`src/rtl/sqrt_pkg.sv`:
```
// Shared types and constants for the square-root datapath family.
// The squarer FSM state encoding lives here so controllers and benches agree on it.
package sqrt_pkg;

  typedef enum logic [1:0] {
    IDLE = 2'd0,
    CALC = 2'd1,
    DONE = 2'd2
  } sq_state_t;

  localparam int DATA_W = 17;

endpackage

```
`src/rtl/squarer_datapath.sv`:
```
// Shift-add datapath for the iterative squarer: operand copies, accumulator,
// step counter and the held result register.
module squarer_datapath
  import sqrt_pkg::*;
#(
  parameter int IN_W  = 8,
  parameter int RES_W = 2 * IN_W + 1
) (
  input  logic             clk,
  input  logic             rst_n,
  input  logic             load,
  input  logic             step,
  input  logic [IN_W-1:0]  operand,
  output logic             last_step,
  output logic [RES_W-1:0] square
);

  localparam int CNT_W = (IN_W > 1) ? $clog2(IN_W) : 1;

  logic [IN_W-1:0]  mcand;
  logic [IN_W-1:0]  mplier;
  logic [RES_W-1:0] acc;
  logic [CNT_W-1:0] cnt;
  logic [RES_W-1:0] partial;
  logic [RES_W-1:0] acc_next;

  // Partial product is the multiplicand shifted by the current bit position.
  always_comb begin
    partial   = mplier[0] ? (RES_W'(mcand) << cnt) : '0;
    acc_next  = acc + partial;
    last_step = (cnt == CNT_W'(IN_W - 1));
  end

  always_ff @(posedge clk or negedge rst_n) begin
    if (!rst_n) begin
      mcand  <= '0;
      mplier <= '0;
      acc    <= '0;
      cnt    <= '0;
      square <= '0;
    end else if (load) begin
      mcand  <= operand;
      mplier <= operand;
      acc    <= '0;
      cnt    <= '0;
    end else if (step) begin
      acc    <= acc_next;
      mplier <= mplier >> 1;
      cnt    <= cnt + 1'b1;
      if (last_step) begin
        square <= acc_next;
      end
    end
  end

endmodule

```
`src/rtl/sequential_squarer.sv`:
```
// Iterative squarer: start/done handshake around a shift-add datapath,
// one result every IN_W+2 cycles; outputs are pure decodes of registered state.
module sequential_squarer
  import sqrt_pkg::*;
#(
  parameter int IN_W  = 8,
  parameter int RES_W = 2 * IN_W + 1
) (
  input  logic             clk_i,
  input  logic             rst_n_i,
  input  logic             start_i,
  input  logic [IN_W-1:0]  operand_i,
  output logic             busy_o,
  output logic             done_o,
  output logic [RES_W-1:0] square_o
);

  sq_state_t state;
  sq_state_t state_next;
  logic      load;
  logic      step;
  logic      last_step;

  always_ff @(posedge clk_i or negedge rst_n_i) begin
    if (!rst_n_i) begin
      state <= IDLE;
    end else begin
      state <= state_next;
    end
  end

  // start_i only matters in IDLE, so requests during CALC/DONE are dropped.
  always_comb begin
    state_next = state;
    load       = 1'b0;
    step       = 1'b0;
    case (state)
      IDLE: begin
        if (start_i) begin
          load       = 1'b1;
          state_next = CALC;
        end
      end
      CALC: begin
        step = 1'b1;
        if (last_step) begin
          state_next = DONE;
        end
      end
      DONE:    state_next = IDLE;
      default: state_next = IDLE;
    endcase
  end

  assign busy_o = (state != IDLE);
  assign done_o = (state == DONE);

  squarer_datapath #(
    .IN_W  (IN_W),
    .RES_W (RES_W)
  ) u_datapath (
    .clk       (clk_i),
    .rst_n     (rst_n_i),
    .load      (load),
    .step      (step),
    .operand   (operand_i),
    .last_step (last_step),
    .square    (square_o)
  );

endmodule
```
`config.mk`:
```
export PLATFORM = sky130hd
export DESIGN_NAME = sequential_squarer
export DESIGN_NICKNAME = d
export VERILOG_FILES = /design/src/rtl/sqrt_pkg.sv /design/src/rtl/squarer_datapath.sv /design/src/rtl/sequential_squarer.sv
export SDC_FILE = /design/constraint.sdc
export NUM_CORES = 1
export LEC_CHECK = 0
export ABC_CLOCK_PERIOD_IN_PS = 4700
export BUFFER_PORTS_ARGS = -buffer_cell sky130_fd_sc_hd__buf_2
export CORE_ASPECT_RATIO = 0.6
export CORE_MARGIN = 2
export CORE_UTILIZATION = 57
export CTS_CLUSTER_DIAMETER = 80
export DETAILED_ROUTE_END_ITERATION = 8
export PLACE_DENSITY = 0.77
export SYNTH_ARGS = -nofsm -noshare
export SYNTH_HDL_FRONTEND = slang
export SYNTH_HIERARCHICAL = 1
export SYNTH_SLANG_ARGS = --single-unit
```
`constraint.sdc`:
```
create_clock -name clk_i -period 4.7 [get_ports clk_i]
set_clock_uncertainty 0.1 [all_clocks]
set_input_delay 0.47 -clock clk_i [delete_from_list [all_inputs] [get_ports clk_i]]
set_output_delay 0.47 -clock clk_i [all_outputs]
set_load 0.1 [all_outputs]
```
==> flow_summary.toml, run 1 <==
[run_status]
outcome = "finished, final reports clean"

[final_layout]
fill_cells = 472
nNetsFinal = 406
fin_util_pct = 64.54
diodes = 0
multi_input_area_um2 = 1797
seq_area_um2 = 1376
drive_gt1_share_pct = 16.14
area_growth_pct = 8.697

[clocking]
cts_root_buf = "clkbuf_8"
path_clk_slew_ns = 0.10
numCtsBuffers = 5
clk_path_buf_depth = 2
ctsHoldBuffers = 0
cts_resized = 0
post_cts_buffers = 0
clock-sinks = 55
clk_latency_ns = 0.31
cts_tree = "yes"
htreeDepth = 2

[global_route]
antenna_found_initial = 0
gr-usage-all-layers_pct = 24.19
grt_overflow = 0
grt_pass1_vias = 2485
grt_pass1_wl_mm = 12.32
grt_max_degree = 56

[run]
max_cap_viol_count = 0

[synthesis]
synth_xor_area_share_pct = 3.690
yosysWarnings = 6
syn_area_um2 = 3323
synth-seq-cells = 55
synth_adder_area_share_pct = 7.003
synth_compound_area_share_pct = 16.42
synthCells = 354
synthArstFlopShare_pct = 100.0
synth_top_family_by_area = "compound AO/OA/AOI/OAI gates"
synth-edff-count = 0
synth.area.mux_share_pct = 11.18
synthSimpleGateAreaFrac_pct = 15.78
seq_area_frac_synth_pct = 41.42
synth_area_per_cell_um2 = 9.388
synth_top_area_share_pct = 41.42
synthDistinctLibCells = 55
yosysMostFrequentCell = "dfrtp_1"
yosys-top-cells-count = "dfrtp_1 (55), nand2_1 (46), nor2_1 (33)"
synth_top_cell_by_area = "dfrtp_1"
synth_fp_nets = 383
synthTopCellsByArea = "dfrtp_1 (41%), mux2i_1 (7.2%), ha_1 (6.4%)"
ys.flop_type = "dfrtp_1"

[timing]
tns_ns = 0
tightest_slew_ns = 0.7044
min_period_ns = 3.596
slew_viol_final = 0
setup_violations = 0
rsz0062_at_grt = "no"
fmax_mhz = 278.1
slew_headroom_pct = 52.87
hold_viol_final = 0
fin_crit_sh_pct = 76.52

[setup_path]
path_buf_inv = 0
critPathRequiredTime_ns = 4.78
path_cells = "mux2_2, o21ai_0, nor2_1, o21a_1, ha_1, and3_2, a221o_2, a211oi_1, or3_1, a31oi_1"
critPathArrivalTime_ns = 3.67
r2r_slack_ns = 1.10
worstPathMaxFanout = 15
cpPeakStageDelay_ns = 0.68
crit_slowest_cell = "dfrtp_1"
critical-path-top-delay-family = "compound AO/OA/AOI/OAI gates"
timing.rr.start = "u_datapath/cnt[1]"
criticalPathCategory = "reg2reg"
r2r-end = "u_datapath/square[16]"
ff2ff_path_depth = 10
critPathLaunchType = "register"
endpoint_kind = "register"

[die]
die_area_um2 = 6477
fp.dieH_um = 63.15
core-area_um2 = 5597
die_x_um = 102.6
row_count = 21
start_util_pct = 59.38
ioPinCount = 30

[detailed_routing]
drc = 0
drt_pass1_iterations = 5
route.detailed.wl_per_inst_um = 15.76
drt-initial-drc-count = 255
vias = 2659
vias_per_cell = 5.806
wirelength_mm = 7.219
detail-route-antenna-nets = 0

[power_and_ir_drop]
powerDensity_nw_per_um2 = 759.9
ir_worst_vdd_mv = 0.4950
power_mw = 2.745
leakagePower_nw = 1.896

[placed_design]
gp_congestion = 1.018
dp_hpwl_mm = 5.163
port_buffers = 29

[hold_path]
hold_path_class = "in2async"
## cell type report
type / count / share of cell area, %
Multi-Input combinational cell: 265 / 49.74
Tap cell: 80 / 2.771
Sequential cell: 55 / 38.10
Inverter: 17 / 1.767
Timing Repair Buffer: 33 / 4.849
Clock buffer: 8 / 2.771
## report_power, final
group	internal [mW]	switching [mW]	leakage [nW]
registers	0.660	0.176	0.710
logic	0.514	1.11	1.13
clock network	0.135	0.154	0.0515
## cell families (layout without fill, tap and decap cells)
| logic type | Yosys count | after routing |
|---|---|---|
| xor+xnor | 14 | 14 |
| flops | 55 | 55 |
| buf+inv | 34 | 58 |
| simple gates | 115 | 115 |
| mux | 35 | 35 |
| fa+ha+maj | 18 | 18 |
| compound gates | 83 | 83 |
## layer usage
metal  track usage (%)  wire (µm)  vias to the layer above
li1                  -          -                     1285
met1             37.50       3629                     1259
met2             33.82       2908                       99
met3             5.327        570                       16
met4             6.500        110                        0
met5                 0          0                        -
## registers in the layout (all words and copies together) (netlist names)
signal             count
state                  2
u_datapath/acc        17
u_datapath/cnt         3
u_datapath/mcand       8
u_datapath/mplier      8
u_datapath/square     17
## worst max path at each step
stage                       from                     to  depth (start not counted)
2_1_floorplan  u_datapath/cnt[0]  u_datapath/square[16]                         12
3_3_place_gp   u_datapath/cnt[1]     u_datapath/acc[14]                         11
3_5_place_dp   u_datapath/cnt[1]  u_datapath/square[16]                         10
4_1_cts        u_datapath/cnt[1]  u_datapath/square[16]                         10
5_1_grt        u_datapath/cnt[1]  u_datapath/square[16]                         10
6_report       u_datapath/cnt[1]  u_datapath/square[16]                         10
## metrics by stage
stage	hold slack [ns]	instances	setup WS, ns	cell area, µm²
5_1_grt	0.2323	458	0.9189	3612
4_1_cts	0.2062	458	1.127	3612
3_3_place_gp	0.3551	450	1.387	3512
6_report	0.1771	458	1.104	3612
2_1_floorplan	0.07441	354	1.668	3323
3_5_place_dp	0.3626	450	1.218	3512
## layout by cell type (no fill, tap or decap), drive strengths merged, types with 2 or more instances in the layout
master,n
xnor2,8
and2,4
dfrtp,55
mux2i,24
a21oi,19
nand2b,2
mux2,11
nor2,34
nand2,46
xor2,6
buf,33
nor2b,6
a22o,5
nand3,4
ha,17
a31oi,3
and3,3
a211oi,5
or3,2
o31ai,2
inv,17
o21a,2
nor3,4
clkbuf,8
a21o,9
nand4,5
o21ai,27
## worst register-to-register path, stage by stage (launching register included)
cell	delay (ns)
dfrtp_1	0.68
mux2_2	0.42
o21ai_0	0.25
nor2_1	0.08
o21a_1	0.19
ha_1	0.36
and3_2	0.24
a221o_2	0.41
a211oi_1	0.47
or3_1	0.19
a31oi_1	0.08
Note: power is estimated with default switching activity, not from simulation.
==> run 2: changes to the inputs <==
--- a/config.mk
+++ b/config.mk
@@ -5,7 +5,7 @@
 export SDC_FILE = /design/constraint.sdc
 export NUM_CORES = 1
 export LEC_CHECK = 0
-export ABC_CLOCK_PERIOD_IN_PS = 4700
+export ABC_CLOCK_PERIOD_IN_PS = 3580
 export BUFFER_PORTS_ARGS = -buffer_cell sky130_fd_sc_hd__buf_2
 export CORE_ASPECT_RATIO = 0.6
 export CORE_MARGIN = 2
==> constraint.sdc (replaced) <==
create_clock -name clk_i -period 3.58 [get_ports clk_i]
set_clock_uncertainty 0.1 [all_clocks]
set_input_delay 0.358 -clock clk_i [delete_from_list [all_inputs] [get_ports clk_i]]
set_output_delay 0.358 -clock clk_i [all_outputs]
set_load 0.1 [all_outputs]
==> run 2 against run 1 <==
Compared with the run above: cell area grew 1.5%; global-route usage shrank 0.60 points; sequential share of layout area shrank 0.48 points; cell count grew 0.44%; clock-buffer cell count shrank 2; critical endpoint unchanged.
==> flow_summary.toml, run 2 (synthesis gave the netlist of run 1 again) <==
[final_layout]
drive_gt1_share_pct = 16.84
final_common_cell = "dfrtp_1"
diodes = 0
fill_cells = 460
nNetsFinal = 408
layout_common_cells = "dfrtp_1 (53), nand2_1 (46), nor2_1 (33)"
multi_input_area_um2 = 1797
top_regs = "u_datapath/acc: 17 flops, u_datapath/square: 17 flops"
area_growth_pct = 10.28
finish.instance_area_um2 = 3665
seq_area_um2 = 1379
stdcell_count = 460

[setup_path]
critical-path-top-delay-family = "compound AO/OA/AOI/OAI gates"
path_cells = "mux2_2, o21ai_0, nor2_1, o21a_1, ha_1, and3_2, a221o_2, a211oi_1, or3_1, a31oi_1"
critPathArrivalTime_ns = 3.43
path_buf_inv = 0
ff2ff_path_depth = 10
r2r-end = "u_datapath/square[16]"
crit_slowest_cell = "dfrtp_2"
r2r_slack_ns = 0.22
critPathLaunchType = "register"
timing.rr.start = "u_datapath/cnt[1]"
endpoint_kind = "register"
worstPathMaxFanout = 15
cpPeakStageDelay_ns = 0.55
critPathRequiredTime_ns = 3.65
criticalPathCategory = "reg2reg"

[timing]
min_period_ns = 3.361
tightest_slew_ns = 0.6716
hold_viol_final = 0
fmax_mhz = 297.5
rsz0062_at_grt = "no"
fin_crit_sh_pct = 93.88
slew_headroom_pct = 55.06
setup_ws_ns = 0.2192
setup_violations = 0
slew_viol_final = 0
tns_ns = 0

[hold_path]
min_to = "u_datapath/mcand[5]"
hold_path_class = "in2reg"
hold_start = "operand_i[5]"
holdPathStages = 3

[placed_design]
gp_congestion = 0.9986
placed_area_um2 = 3520
port_buffers = 29
dp_cells = 451
dpl_worst_slack_ns = 0.1538
dp_hpwl_mm = 5.341

[die]
die_x_um = 102.6
fp.dieH_um = 63.15
die_area_um2 = 6477
ioPinCount = 30
core-area_um2 = 5597
row_count = 21
start_util_pct = 59.38

[detailed_routing]
drt-initial-drc-count = 227
route.detailed.wl_per_inst_um = 15.62
detail-route-antenna-nets = 0
vias = 2640
drc = 0
vias_per_cell = 5.739
drt_pass1_iterations = 7
wirelength_mm = 7.186

[global_route]
gr-usage-all-layers_pct = 23.58
grt_pass1_wl_mm = 12.04
grt_pass1_vias = 2419
grt_overflow = 0
grt_max_degree = 41
antenna_found_initial = 0

[clocking]
path_clk_slew_ns = 0.10
cts_tree = "yes"
htreeDepth = 2
clk_path_buf_depth = 2
clk_latency_ns = 0.30
clock-sinks = 55
numCtsBuffers = 5
cts_root_buf = "clkbuf_8"

[run]
max_cap_viol_count = 0

[run_status]
outcome = "finished, final reports clean"
run 2: worst max path at each step:
stage,startpoint,endpoint,cells past startpoint
final,u_datapath/cnt[1],u_datapath/square[16],10
after global routing,u_datapath/cnt[1],u_datapath/square[15],11
after CTS,u_datapath/cnt[1],u_datapath/square[16],10
after detailed placement,u_datapath/cnt[1],u_datapath/square[16],10
after global placement,u_datapath/cnt[1],u_datapath/square[15],10
after floorplan,u_datapath/cnt[0],u_datapath/square[16],12
run 2: worst min-delay path, cell delays in order:
cell     delay, ns
buf_2         0.07
nand2_1       0.05
o21ai_0       0.06
run 2: final cells by class:
cell class	instances	share of cell area [%]
clock inverter	2	1.639
multi-input combinational	265	49.03
sequential	55	37.62
inverter	17	1.741
tap	80	2.731
timing repair buffer	35	5.258
clock buffer	6	1.980
run 2: metrics by stage:
step	util, %	hold slack [ns]
2_1_floorplan	-	-0.03759
5_1_grt	65.48	0.1766
4_1_cts	65.44	0.1628
3_5_place_dp	62.89	0.2555
3_3_place_gp	62.89	0.2510
6_report	65.48	0.1714
run 2: routing by layer:
metal  up-vias  wire length (µm)  track usage [%]
met5         -                 0                0
met4         0                63            5.667
met3         6               459            4.218
met2        90              2947            33.91
met1      1260              3715            36.73
li1       1284                 -                -
run 2: timing repair:
| item | in CTS | in global routing |
|---|---|---|
| hold buffers | 1 | 0 |
| setup endpoints to repair | 0 | 8 |
| endpoints found under the hold margin | 22 | 0 |
| setup buffers | 0 | 0 |
| gates resized for setup | 0 | 2 |
Power of run 2 is not shown: default switching activity piles up to over one toggle a cycle in this logic, so the estimate is an artifact.
==> run 3: changes to the inputs <==
--- a/config.mk
+++ b/config.mk
@@ -5,6 +5,7 @@
 export SDC_FILE = /design/constraint.sdc
 export NUM_CORES = 1
 export LEC_CHECK = 0
+export ABC_AREA = 1
 export ABC_CLOCK_PERIOD_IN_PS = 3580
 export BUFFER_PORTS_ARGS = -buffer_cell sky130_fd_sc_hd__buf_2
 export CORE_ASPECT_RATIO = 0.6
==> run 3 against run 2 <==
Compared with the run above: critical path depth is 1 higher; cell area is 0.34% lower; fmax is 20% higher; largest cell class unchanged; routed wire length is 15% higher; flip-flop and latch count stayed put.
==> flow_summary.toml, run 3 <==
[clocking]
post_cts_buffers = 0
ctsHoldBuffers = 0
clk_path_buf_depth = 2
path_clk_slew_ns = 0.10
cts_root_buf = "clkbuf_8"
clock-sinks = 55
numCtsBuffers = 5
clk_latency_ns = 0.31
cts_tree = "yes"
htreeDepth = 2
cts_resized = 0

[detailed_routing]
detail-route-antenna-nets = 0
vias = 3129
route.detailed.wl_per_inst_um = 14.17
drt_pass1_iterations = 5
drc = 0
drt-initial-drc-count = 232
vias_per_cell = 5.358
wirelength_mm = 8.274

[final_layout]
finish.instance_area_um2 = 3652
top_regs = "u_datapath/acc: 17 flops, u_datapath/square: 17 flops"
nNetsFinal = 532
layout_common_cells = "nand2_1 (194), inv_1 (64), dfrtp_1 (55)"
final_common_cell = "nand2_1"
stdcell_count = 584
drive_gt1_share_pct = 10.12
diodes = 0
fill_cells = 505
area_growth_pct = 8.432

[timing]
setup_violations = 0
hold_viol_final = 0
fmax_mhz = 356.5
tightest_slew_ns = 0.8597
slew_headroom_pct = 42.69
setup_ws_ns = 0.7747
fin_crit_sh_pct = 78.36
rsz0062_at_grt = "no"
slew_viol_final = 0
min_period_ns = 2.805
tns_ns = 0

[global_route]
grt_overflow = 0
grt_busiest_layer = "met1"
grt_pass1_wl_mm = 13.95
grt_max_degree = 39
gr-usage-all-layers_pct = 27.77
grt_pass1_vias = 2829
grt_use_met1_pct = 44.81
use_met2_pct = 38.96
use_met3_pct = 4.994
antenna_found_initial = 0

[power_and_ir_drop]
leakagePower_nw = 2.115
power_mw = 3.357
powerDensity_nw_per_um2 = 919.2
ir_worst_vdd_mv = 0.6123

[placed_design]
port_buffers = 29
dp_cells = 576
placed_area_um2 = 3557
gp_congestion = 1.033
dpl_worst_slack_ns = 0.8630
dp_hpwl_mm = 6.356

[synthesis]
ys.flop_type = "dfrtp_1"
yosysWarnings = 6
yosysMostFrequentCell = "nand2_1"
synthCells = 478
synth-seq-cells = 55
synth_area_per_cell_um2 = 7.047
synth_top_cell_by_area = "dfrtp_1"
seq_area_frac_synth_pct = 40.86
synthArstFlopShare_pct = 100.0
yosys-top-cells-count = "nand2_1 (194), inv_1 (64), dfrtp_1 (55)"
synth_fp_nets = 507
synthTopCellsByArea = "dfrtp_1 (41%), nand2_1 (22%), inv_1 (7.1%)"
synth-edff-count = 0
syn_area_um2 = 3368
synth_top_area_share_pct = 40.86
synthDistinctLibCells = 27

[setup_path]
path_cells = "o21ai_0, o21ai_0, o22ai_1, ha_1, nand2_1, inv_1, a21oi_1, nand2_2, or2_1, nand3_1, nand2_1"
critPathRequiredTime_ns = 3.68
cpPeakStageDelay_ns = 0.65
critPathLaunchType = "register"
criticalPathCategory = "reg2reg"
critPathArrivalTime_ns = 2.91
crit_slowest_cell = "dfrtp_1"
endpoint_kind = "register"
worstPathMaxFanout = 19

[run_status]
outcome = "finished, final reports clean"

[run]
max_cap_viol_count = 0

[die]
core-area_um2 = 5649
row_count = 21
fp.dieH_um = 63.55
die_x_um = 103.2
start_util_pct = 59.62
ioPinCount = 30
die_area_um2 = 6560

[hold_path]
hold_path_class = "in2async"
==> run 3: changes by cell type in the layout (fill, tap and decap cells not counted), moves of 8 or more <==
cell / delta
xnor2_1: -8
nand3_1: +30
nor2_1: -13
nand2_1: +148
mux2i_1: -24
inv_1: +47
a21oi_1: -11
mux2_2: -9
a21o_1: -9
==> run 3: final cells by class <==
type,instances,area (µm²),area share (%)
Multi-Input combinational cell,341,1655,45.32
Sequential cell,55,1376,37.68
Inverter,68,257.7,7.057
Timing Repair Buffer,32,167.7,4.591
Tap cell,80,100.1,2.741
Clock buffer,7,86.33,2.364
Clock inverter,1,8.758,0.2398
==> run 3: final timing paths <==
path / depth (start not counted) / endpoint / from / slack, ns
max: 11 / u_datapath/acc[8] / u_datapath/cnt[0] / 0.77
min: 1 / u_datapath/mplier[5] / rst_n_i / 0.05
max reg2reg: 11 / u_datapath/acc[8] / u_datapath/cnt[0] / 0.77
min reg2reg: 2 / u_datapath/square[11] / u_datapath/square[11] / 0.38
max in group asynchronous: 2 / u_datapath/square[2] / rst_n_i / 2.57
min in group clk_i: 3 / u_datapath/mcand[7] / operand_i[7] / 0.17
==> run 3: worst max-delay path: cells and delay by family, from the launching register on <==
kind | cells | cell delay, ns
AND/OR/NAND/NOR | 5 | 0.61
AO/OA/AOI/OAI | 4 | 0.88
adder cells (fa/ha/maj) | 1 | 0.37
flip-flops | 1 | 0.65
buffers and inverters | 1 | 0.08
==> run 3: cells by family after synthesis <==
logic type / synth area share [%]
simple gates: 32.95
xor+xnor: 0.7802
flops: 40.86
compound gates: 8.507
buf+inv: 9.992
fa+ha+maj: 6.909
==> run 3: power by group <==
group / total (mW) / internal (mW) / switching [mW] / leakage [nW]
clock: 0.363 / 0.159 / 0.204 / 0.0484
sequential: 1.02 / 0.855 / 0.162 / 0.719
combinational: 1.98 / 0.503 / 1.47 / 1.35
==> run 3: metrics by stage <==
stage / hold WS [ns] / util, %
after detailed placement: 0.3618 / 62.97
after floorplan: -0.03759 / -
after global placement: 0.3590 / 62.97
after global routing: 0.1222 / 64.65
final: 0.04808 / 64.65
after CTS: 0.08357 / 64.65
==> run 3: metal layers <==
layer  up-vias  routed length (µm)  part of all wire [%]
met3         5                 652                   7.9
li1       1550                   -                     -
met5         -                   0                     0
met2       113                3369                    41
met4         0                  42                  0.51
met1      1461                4209                    51
